File: config.mk
export PLATFORM = sky130hd
export DESIGN_NAME = fetch_queue
export DESIGN_NICKNAME = d
export VERILOG_FILES = /design/src/rtl/fetch_queue.sv
export SDC_FILE = /design/constraint.sdc
export NUM_CORES = 1
export LEC_CHECK = 0
export CORE_MARGIN = 2
export CORE_UTILIZATION = 25
export DETAILED_ROUTE_END_ITERATION = 10
export GPL_TIMING_DRIVEN = 0
export REMOVE_ABC_BUFFERS = 1
export SLEW_MARGIN = 30
export SYNTH_ARGS = -nofsm -noshare
export SYNTH_HDL_FRONTEND = slang
export SYNTH_SLANG_ARGS = --single-unit
export TNS_END_PERCENT = 10
File: constraint.sdc
create_clock -name clk -period 6.4 [get_ports clk]
set_clock_uncertainty 0.05 [all_clocks]
set_input_delay 1.28 -clock clk [delete_from_list [all_inputs] [get_ports clk]]
set_output_delay 1.28 -clock clk [all_outputs]
set_load 0.005 [all_outputs]
File: src/rtl/fetch_queue.sv
// fetch_queue: in-order instruction fetch front end feeding the IF/ID register.
// One memory request in flight at a time; responses land in a small FIFO that
// decode drains through out_ready. A branch redirect flushes the FIFO and marks
// any in-flight response as stale so it is discarded when it returns.
module fetch_queue #(
  parameter int unsigned       WIDTH    = 32,
  parameter int unsigned       DEPTH    = 4,
  parameter logic [WIDTH-1:0]  RESET_PC = '0
) (
  input  logic                     clk,
  input  logic                     rst,
  output logic                     imem_req,
  output logic [WIDTH-1:0]         imem_addr,
  input  logic                     imem_gnt,
  input  logic                     imem_valid,
  input  logic [WIDTH-1:0]         imem_rdata,
  input  logic                     redirect,
  input  logic [WIDTH-1:0]         redirect_pc,
  output logic                     out_valid,
  output logic [WIDTH-1:0]         out_pc,
  output logic [WIDTH-1:0]         out_instr,
  input  logic                     out_ready,
  output logic [$clog2(DEPTH):0]   count
);

  localparam int unsigned PTR_W = $clog2(DEPTH);
  localparam int unsigned CNT_W = PTR_W + 1;
  localparam int unsigned OCC_W = CNT_W + 1;

  typedef struct packed {
    logic [WIDTH-1:0] pc;
    logic [WIDTH-1:0] instr;
  } entry_t;

  logic [WIDTH-1:0] fetch_pc_q, fetch_pc_d;
  logic [WIDTH-1:0] req_pc_q, req_pc_d;
  logic             outstanding_q, outstanding_d;
  logic             drop_q, drop_d;
  logic [PTR_W-1:0] wr_ptr_q, wr_ptr_d;
  logic [PTR_W-1:0] rd_ptr_q, rd_ptr_d;
  logic [CNT_W-1:0] count_q, count_d;

  entry_t           mem [DEPTH];

  logic [OCC_W-1:0] occupancy;
  logic             resp;
  logic             grant;
  logic             push;
  logic             pop;
  logic             not_empty;

  // Request gating: occupancy counts the in-flight slot and ignores a same-cycle pop.
  assign occupancy = OCC_W'(count_q) + OCC_W'(outstanding_q);
  assign imem_req  = !rst && !redirect && (!outstanding_q || imem_valid)
                     && (occupancy < OCC_W'(DEPTH));
  assign imem_addr = fetch_pc_q;
  assign grant     = imem_req && imem_gnt;

  // Response and FIFO handshakes; redirect suppresses both push and pop.
  assign resp      = imem_valid && outstanding_q;
  assign push      = resp && !drop_q && !redirect;
  assign not_empty = (count_q != '0);
  assign out_valid = not_empty && !redirect;
  assign pop       = out_valid && out_ready;

  // Head entry is shown directly; zero when the queue is empty.
  assign out_pc    = not_empty ? mem[rd_ptr_q].pc    : '0;
  assign out_instr = not_empty ? mem[rd_ptr_q].instr : '0;
  assign count     = count_q;

  // Next-state: redirect wins over grant, response and pop.
  always_comb begin
    fetch_pc_d    = fetch_pc_q;
    req_pc_d      = req_pc_q;
    outstanding_d = outstanding_q;
    drop_d        = drop_q;
    wr_ptr_d      = wr_ptr_q;
    rd_ptr_d      = rd_ptr_q;
    count_d       = count_q;

    if (redirect) begin
      count_d    = '0;
      rd_ptr_d   = wr_ptr_q;
      fetch_pc_d = redirect_pc;
      if (outstanding_q && !imem_valid) begin
        drop_d = 1'b1;
      end else begin
        outstanding_d = 1'b0;
        drop_d        = 1'b0;
      end
    end else begin
      if (grant) begin
        req_pc_d      = fetch_pc_q;
        fetch_pc_d    = fetch_pc_q + WIDTH'(4);
        outstanding_d = 1'b1;
      end else if (resp) begin
        outstanding_d = 1'b0;
      end

      if (resp && drop_q) begin
        drop_d = 1'b0;
      end

      if (push) begin
        wr_ptr_d = wr_ptr_q + PTR_W'(1);
      end
      if (pop) begin
        rd_ptr_d = rd_ptr_q + PTR_W'(1);
      end

      case ({push, pop})
        2'b10:   count_d = count_q + CNT_W'(1);
        2'b01:   count_d = count_q - CNT_W'(1);
        default: count_d = count_q;
      endcase
    end
  end

  // Control state register with asynchronous reset.
  always_ff @(posedge clk or posedge rst) begin
    if (rst) begin
      fetch_pc_q    <= RESET_PC;
      req_pc_q      <= '0;
      outstanding_q <= 1'b0;
      drop_q        <= 1'b0;
      wr_ptr_q      <= '0;
      rd_ptr_q      <= '0;
      count_q       <= '0;
    end else begin
      fetch_pc_q    <= fetch_pc_d;
      req_pc_q      <= req_pc_d;
      outstanding_q <= outstanding_d;
      drop_q        <= drop_d;
      wr_ptr_q      <= wr_ptr_d;
      rd_ptr_q      <= rd_ptr_d;
      count_q       <= count_d;
    end
  end

  // FIFO storage; contents are only meaningful below count, so no reset needed.
  always_ff @(posedge clk) begin
    if (push) begin
      mem[wr_ptr_q] <= '{pc: req_pc_q, instr: imem_rdata};
    end
  end

  // Occupancy never exceeds the FIFO depth.
  a_count_bound : assert property (@(posedge clk) disable iff (rst)
    count_q <= CNT_W'(DEPTH));

  // A response is never accepted into a full FIFO.
  a_no_overflow : assert property (@(posedge clk) disable iff (rst)
    push |-> (count_q < CNT_W'(DEPTH)));

endmodule
==> results.md, run 1 <==
* Outcome: completed
* Combinational Power Share at 25.7%
* Rows at 84
* # hold bufs at CTS at 0
* Reg clk slew, reported paths at 0.06 ns
* Dpl hpwl at 21310 um
* Synth area leaders: edfxtp_1 58%, dfrtp_1 14%, mux4_2 11%, and2_1 3.2%, mux2_2 2.8%
* Synth Warn # at 0
* Pwr Density at 401.4 nW/um^2
* Die height at 233.9 um
* Worst slew pin tran at 0.6823 ns
* Internal at 5.113 mW
* Pwr Total at 6.970 mW
* Final std cells w/o fill at 1649
* Synth-to-layout area growth at 31.41%
* Leakage at 5.828 nW
* Placed cell areas at 16030 um^2
* Metal3 WL at 2272 um
* Clock power share at 32.8%
* DR WL/cell at 20.14 um
* Post-synth EDFFs at 256
* CTS Buffer Depth at 3
* VDD IR max at 151.9 uV
* Syn_area_per_cell at 17.88 um^2
* Drt initial violations at 410
* Final setup viols at 0
* Core Util, Final at 33.11%
* Post-route cell area at 17360 um^2
* RSZ-0062 raised after global routing: false
* # DRC at 0
* R2R depth at 8
* R2r setup slk at 3.85 ns
* Syn Std Cell Area at 13210 um^2
* Total global-route track usage at 12.27%
* Gate count of the mapped netlist at 739
* P_sw at 1.856 mW
* Total wire length at 33200 um
* Register area at 9522 um^2
* Sw frac at 26.63%
* Die W at 233.9 um
* Final #Nets at 1007
* CP Launch Type: register
* Final TNS setup at 0 ns
* Hold slack at 0.4559 ns
* Post-synth top area share at 58.18%
* Max_cap viols at 0
* Reg power frac at 41.5%
* Tmin final at 4.399 ns
* DR vias at 7185
* Worst setup margin at 2.001 ns
* Ratio of cells with drive above 1 in the final layout at 20.10%
* Hold_sp: req_pc_q[1]
* Crit path DAT at 3.07 ns
* Synth area leader: edfxtp_1
* IO Pins at 171
* CTS H-tree depth at 2
* Clk root buf: clkbuf_16
* Max Used Layer: met4
* Layout fillers at 5012
* Min-delay worst type: reg2reg
* CTS tree: built
* Total CTS buffers at 38
* Gr ovfl total at 0
* Kind of critical path: reg2out
* Clk Latency, worst-skew pair at 0.54 ns
* Core Region at 52450 um^2
* Multi-input gate area at 3562 um^2
* Post-CTS Setup Inserts at 0
* Rel. slew slack at 54.51%
* CP max FO at 24
* Crit. End Element: output pin
* Via/cell ratio at 4.357
* Port buffer count at 170
* Hold depth at 0
* Max Slew Vio Count at 0
* Placed Instances at 1579
* Met2 wire length at 15750 um
* DRT met1 WL at 14570 um
* Worst endpoint required time at 5.07 ns
* # resized after CTS at 0
* Setup WS pre-CTS at 2.010 ns
* Largest net degree at the start of global routing at 43
* Die area at 54700 um^2
* ANT nets after route at 0
* Fin crit share at 68.73%
* FF-to-FF End: count[2]
* Reg-to-Reg Start: count[0]
* Number of global-route vias before repair at 7690
* First-pass GRT wire length at 49130 um
* Worst Hold Path EP: mem[0][33]
* Initial Utilization at 25.19%
* FMAX at 227.3 MHz
* Routability Congestion at 0.7783
* Share of flip-flops with an asynchronous set or reset at 22.19%
* Initial antenna violation count at 0
* Sink Count at 329
* Final hold violation count at 0
* Sequential share of the synthesized area at 72.01%
* Unique masters post-synth at 49
* Prevailing post-synth register cell: edfxtp_1
* 1st-pass router iterations at 4
* Seq cells post-synth at 329
==> synthesized netlist by cell type (3+ instances only) <==
| master | count |
|---|---|
| buf_1 | 4 |
| xnor2_1 | 16 |
| nand4_1 | 4 |
| clkbuf_1 | 22 |
| xor2_1 | 12 |
| nor4_1 | 3 |
| and3_1 | 7 |
| nand3_1 | 17 |
| nand2_1 | 43 |
| mux2_2 | 33 |
| mux2i_1 | 4 |
| dfrtp_1 | 73 |
| mux4_2 | 64 |
| nor3_1 | 6 |
| inv_1 | 9 |
| and2_1 | 68 |
| nor2_1 | 14 |
| o21ai_1 | 6 |
| edfxtp_1 | 256 |
| o21ai_0 | 25 |
| buf_2 | 9 |
| ha_1 | 5 |
| and4_1 | 5 |
==> cell type report <==
class                           count  area share (%)
Clock inverter                     19           1.427
Sequential cell                   329           54.84
Clock buffer                       50           6.219
Inverter                            9          0.2234
Tap cell                          688           4.958
Timing Repair Buffer              187           11.80
Antenna cell                        1         0.01441
Multi-Input combinational cell    366           20.52
==> sequential cells by signal, summed over array words and instances, names as in the netlist <==
signal,flops
rd_ptr_q,2
mem,256
wr_ptr_q,2
imem_addr,32
outstanding_q,1
drop_q,1
req_pc_q,32
count,3
==> kinds of logic (layout without fill, tap and decap cells) <==
logic type      Yosys count  after routing  synth area share (%)
flops                   329            329                 72.01
simple gates            183            183                 7.746
mux                     103            103                 14.20
compound gates           46             46                 2.235
buf+inv                  44            265                 1.335
xor+xnor                 28             28                 1.856
fa+ha+maj                 6              6                0.6250
other cells               0              1                     0
==> power groups by stage <==
stage / Sequential, mW / Combinational (mW) / Clock [mW]
floorplan: 2.91 / 0.859 / 0
global placement: 3.07 / 1.73 / 0
detailed placement: 2.95 / 1.85 / 0
CTS: 2.90 / 1.85 / 2.37
global route: 2.94 / 1.97 / 2.45
finish: 2.90 / 1.79 / 2.29
==> layout by cell type (no fill, tap or decap), types with 4 or more instances in the layout <==
cell type / n
edfxtp_1: 256
clkdlybuf4s50_1: 169
dfrtp_1: 71
and2_1: 68
mux4_2: 64
nand2_1: 43
clkbuf_16: 41
mux2_2: 33
o21ai_0: 25
nand3_1: 17
xnor2_1: 16
nor2_1: 14
xor2_1: 12
clkinv_2: 9
inv_1: 8
clkbuf_1: 7
buf_12: 7
o21ai_1: 6
nor3_1: 6
bufinv_16: 6
buf_16: 6
and4_1: 5
ha_1: 5
mux2i_1: 4
and3_4: 4
nand4_1: 4
buf_6: 4
==> worst max-delay path, stage by stage, from the launching register on <==
cell	delay, ns
dfrtp_4	0.76
buf_16	0.30
buf_12	0.27
mux4_2	0.52
and2_1	0.16
clkdlybuf4s50_1	0.49
==> layer usage <==
metal,vias to the layer above,GRT usage (%)
li1,3248,-
met1,3697,15.87
met2,197,20.05
met3,43,3.733
met4,0,3.125
met5,-,0
==> worst max path at each step <==
| stage | start | end | slack [ns] | depth (start not counted) |
|---|---|---|---|---|
| after floorplan | rd_ptr_q[0] | out_instr[0] | 1.65 | 2 |
| after detailed placement | imem_valid | imem_req | 2.01 | 5 |
| after global routing | rd_ptr_q[0] | out_pc[24] | 1.77 | 5 |
| after CTS | rd_ptr_q[0] | out_pc[9] | 1.87 | 5 |
| final | rd_ptr_q[0] | out_pc[24] | 2.00 | 5 |
| after global placement | redirect | mem[0][9] | -1.63 | 3 |
(Power assumes the default switching activity.)
==> inputs of run 2 (changes only) <==
==> constraint.sdc (replaced) <==
create_clock -name clk -period 3.99 [get_ports clk]
set_clock_uncertainty 0.05 [all_clocks]
set_input_delay 0.798 -clock clk [delete_from_list [all_inputs] [get_ports clk]]
set_output_delay 0.798 -clock clk [all_outputs]
set_load 0.005 [all_outputs]
==> results.md, run 2 (synthesis gave the netlist of run 1 again) <==
* Crit. End Element: output pin
* Rows at 84
* Leakage at 5.841 nW
* Final #Nets at 1008
* CP Launch Type: register
* Dpl hpwl at 21310 um
* Hold depth at 0
* CTS tree: built
* Min-delay worst type: reg2reg
* Sw frac at 26.68%
* # resized after CTS at 0
* Post-route cell area at 17390 um^2
* Total wire length at 33400 um
* CTS H-tree depth at 2
* Final hold violation count at 0
* First-pass GRT wire length at 49300 um
* Largest Register: mem
* Ratio of cells with drive above 1 in the final layout at 20.19%
* Combinational Power Share at 26.2%
* Worst path cell trace: buf_16 -> buf_12 -> mux4_2 -> and2_1 -> clkdlybuf4s50_1
* Clock power share at 32.7%
* DR WL/cell at 20.26 um
* Clk Latency, worst-skew pair at 0.54 ns
* CP top delay family: buffers and inverters
* Placed Instances at 1579
* Max Slew Vio Count at 0
* Reg power frac at 41.2%
* Layout fillers at 5009
* Pwr Density at 645.6 nW/um^2
* Core Util, Final at 33.15%
* Total global-route track usage at 12.32%
* Setup WS pre-CTS at 0.5471 ns
* R2r setup slk at 1.43 ns
* Outcome: completed
* DR vias at 7211
* VDD IR max at 242.1 uV
* Reg clk slew, reported paths at 0.06 ns
* Largest net degree at the start of global routing at 43
* Worst stage delay on the critical path at 0.64 ns
* # DRC at 0
* Hold_sp: req_pc_q[1]
* Port buffer count at 170
* Initial Utilization at 25.19%
* Placed cell areas at 16030 um^2
* CP max stage cell: dfrtp_4
* Die W at 233.9 um
* R2R depth at 8
* Drt initial violations at 430
* Total CTS buffers at 38
* Bufs and invs on worst path at 3
* ANT nets after route at 0
* Worst endpoint required time at 3.14 ns
* Tmin final at 3.778 ns
* Rel. slew slack at 53.62%
* Die height at 233.9 um
* Max_cap viols at 0
* Commonest non-fill, non-tap cell in the layout: edfxtp_1
* P_sw at 2.995 mW
* Initial antenna violation count at 0
* Via/cell ratio at 4.373
* Internal at 8.231 mW
* CP max FO at 24
* 1st-pass router iterations at 5
* RSZ-0062 raised after global routing: false
* CTS Buffer Depth at 3
* Worst setup margin at 0.2115 ns
* ANT cells at 0
* Pwr Total at 11.23 mW
* Hold slack at 0.4563 ns
* Worst slew pin tran at 0.6957 ns
* Routability Congestion at 0.7783
* Sink Count at 329
* Reg-to-Reg Start: count[0]
* Clk root buf: clkbuf_16
* Most frequent cells in the layout: 256 x edfxtp_1, 169 x clkdlybuf4s50_1, 71 x dfrtp_1
* FMAX at 264.7 MHz
* Kind of critical path: reg2out
* FF-to-FF End: count[2]
* Final TNS setup at 0 ns
* IO Pins at 171
* Largest register FFs at 256
* Synth-to-layout area growth at 31.60%
* Final std cells w/o fill at 1649
* Number of global-route vias before repair at 7704
* Crit path DAT at 2.93 ns
* Die area at 54700 um^2
* Worst Hold Path EP: mem[0][33]
* Final setup viols at 0
* Core Region at 52450 um^2
* Gr ovfl total at 0
* Fin crit share at 94.70%
[run 2: cell types whose count changed in the layout (fill, tap and decap cells not counted)]
cell,delta
buf_16,+1
diode_2,-1
[run 2: power by group through the flow]
stage | Clock (mW) | Combinational, mW | Sequential [mW]
after detailed placement | 0 | 2.96 | 4.73
after floorplan | 0 | 1.38 | 4.66
after global routing | 3.93 | 3.23 | 4.69
after CTS | 3.81 | 3.05 | 4.63
after global placement | 0 | 2.95 | 4.96
final | 3.67 | 2.94 | 4.62
[run 2: worst max path at each step]
stage | from | endpoint | slack (ns) | cells past startpoint
2_1_floorplan | rd_ptr_q[0] | out_instr[0] | -0.27 | 2
3_3_place_gp | redirect | mem[0][9] | -3.56 | 3
3_5_place_dp | rd_ptr_q[0] | out_pc[9] | 0.55 | 5
4_1_cts | rd_ptr_q[0] | out_pc[9] | 0.09 | 5
5_1_grt | rd_ptr_q[0] | out_pc[24] | 0.00002 | 5
6_report | rd_ptr_q[0] | out_pc[24] | 0.21 | 5
[run 2: timing repair]
action,4_1_cts,5_1_grt
setup endpoints to repair,18,0
hold buffers,0,0
buffers inserted,1,0
[run 2: layout make-up]
cell class	instances	area, um^2	share of cell area, %
clock buffers	50	1080	6.210
clock inverters	19	247.7	1.425
inverters	9	38.79	0.2231
multi-input cells	366	3562	20.49
flip-flops and latches	329	9522	54.76
well taps	688	860.8	4.951
repair buffers	188	2077	11.95
[run 2: per-layer routing]
| layer | up-vias | part of all wire (%) | track usage (%) |
|---|---|---|---|
| met1 | 3718 | 44 | 15.92 |
| li1 | 3246 | - | - |
| met3 | 45 | 6.9 | 3.745 |
| met2 | 202 | 47 | 20.17 |
| met4 | 0 | 1.9 | 3.125 |
| met5 | - | 0 | 0 |
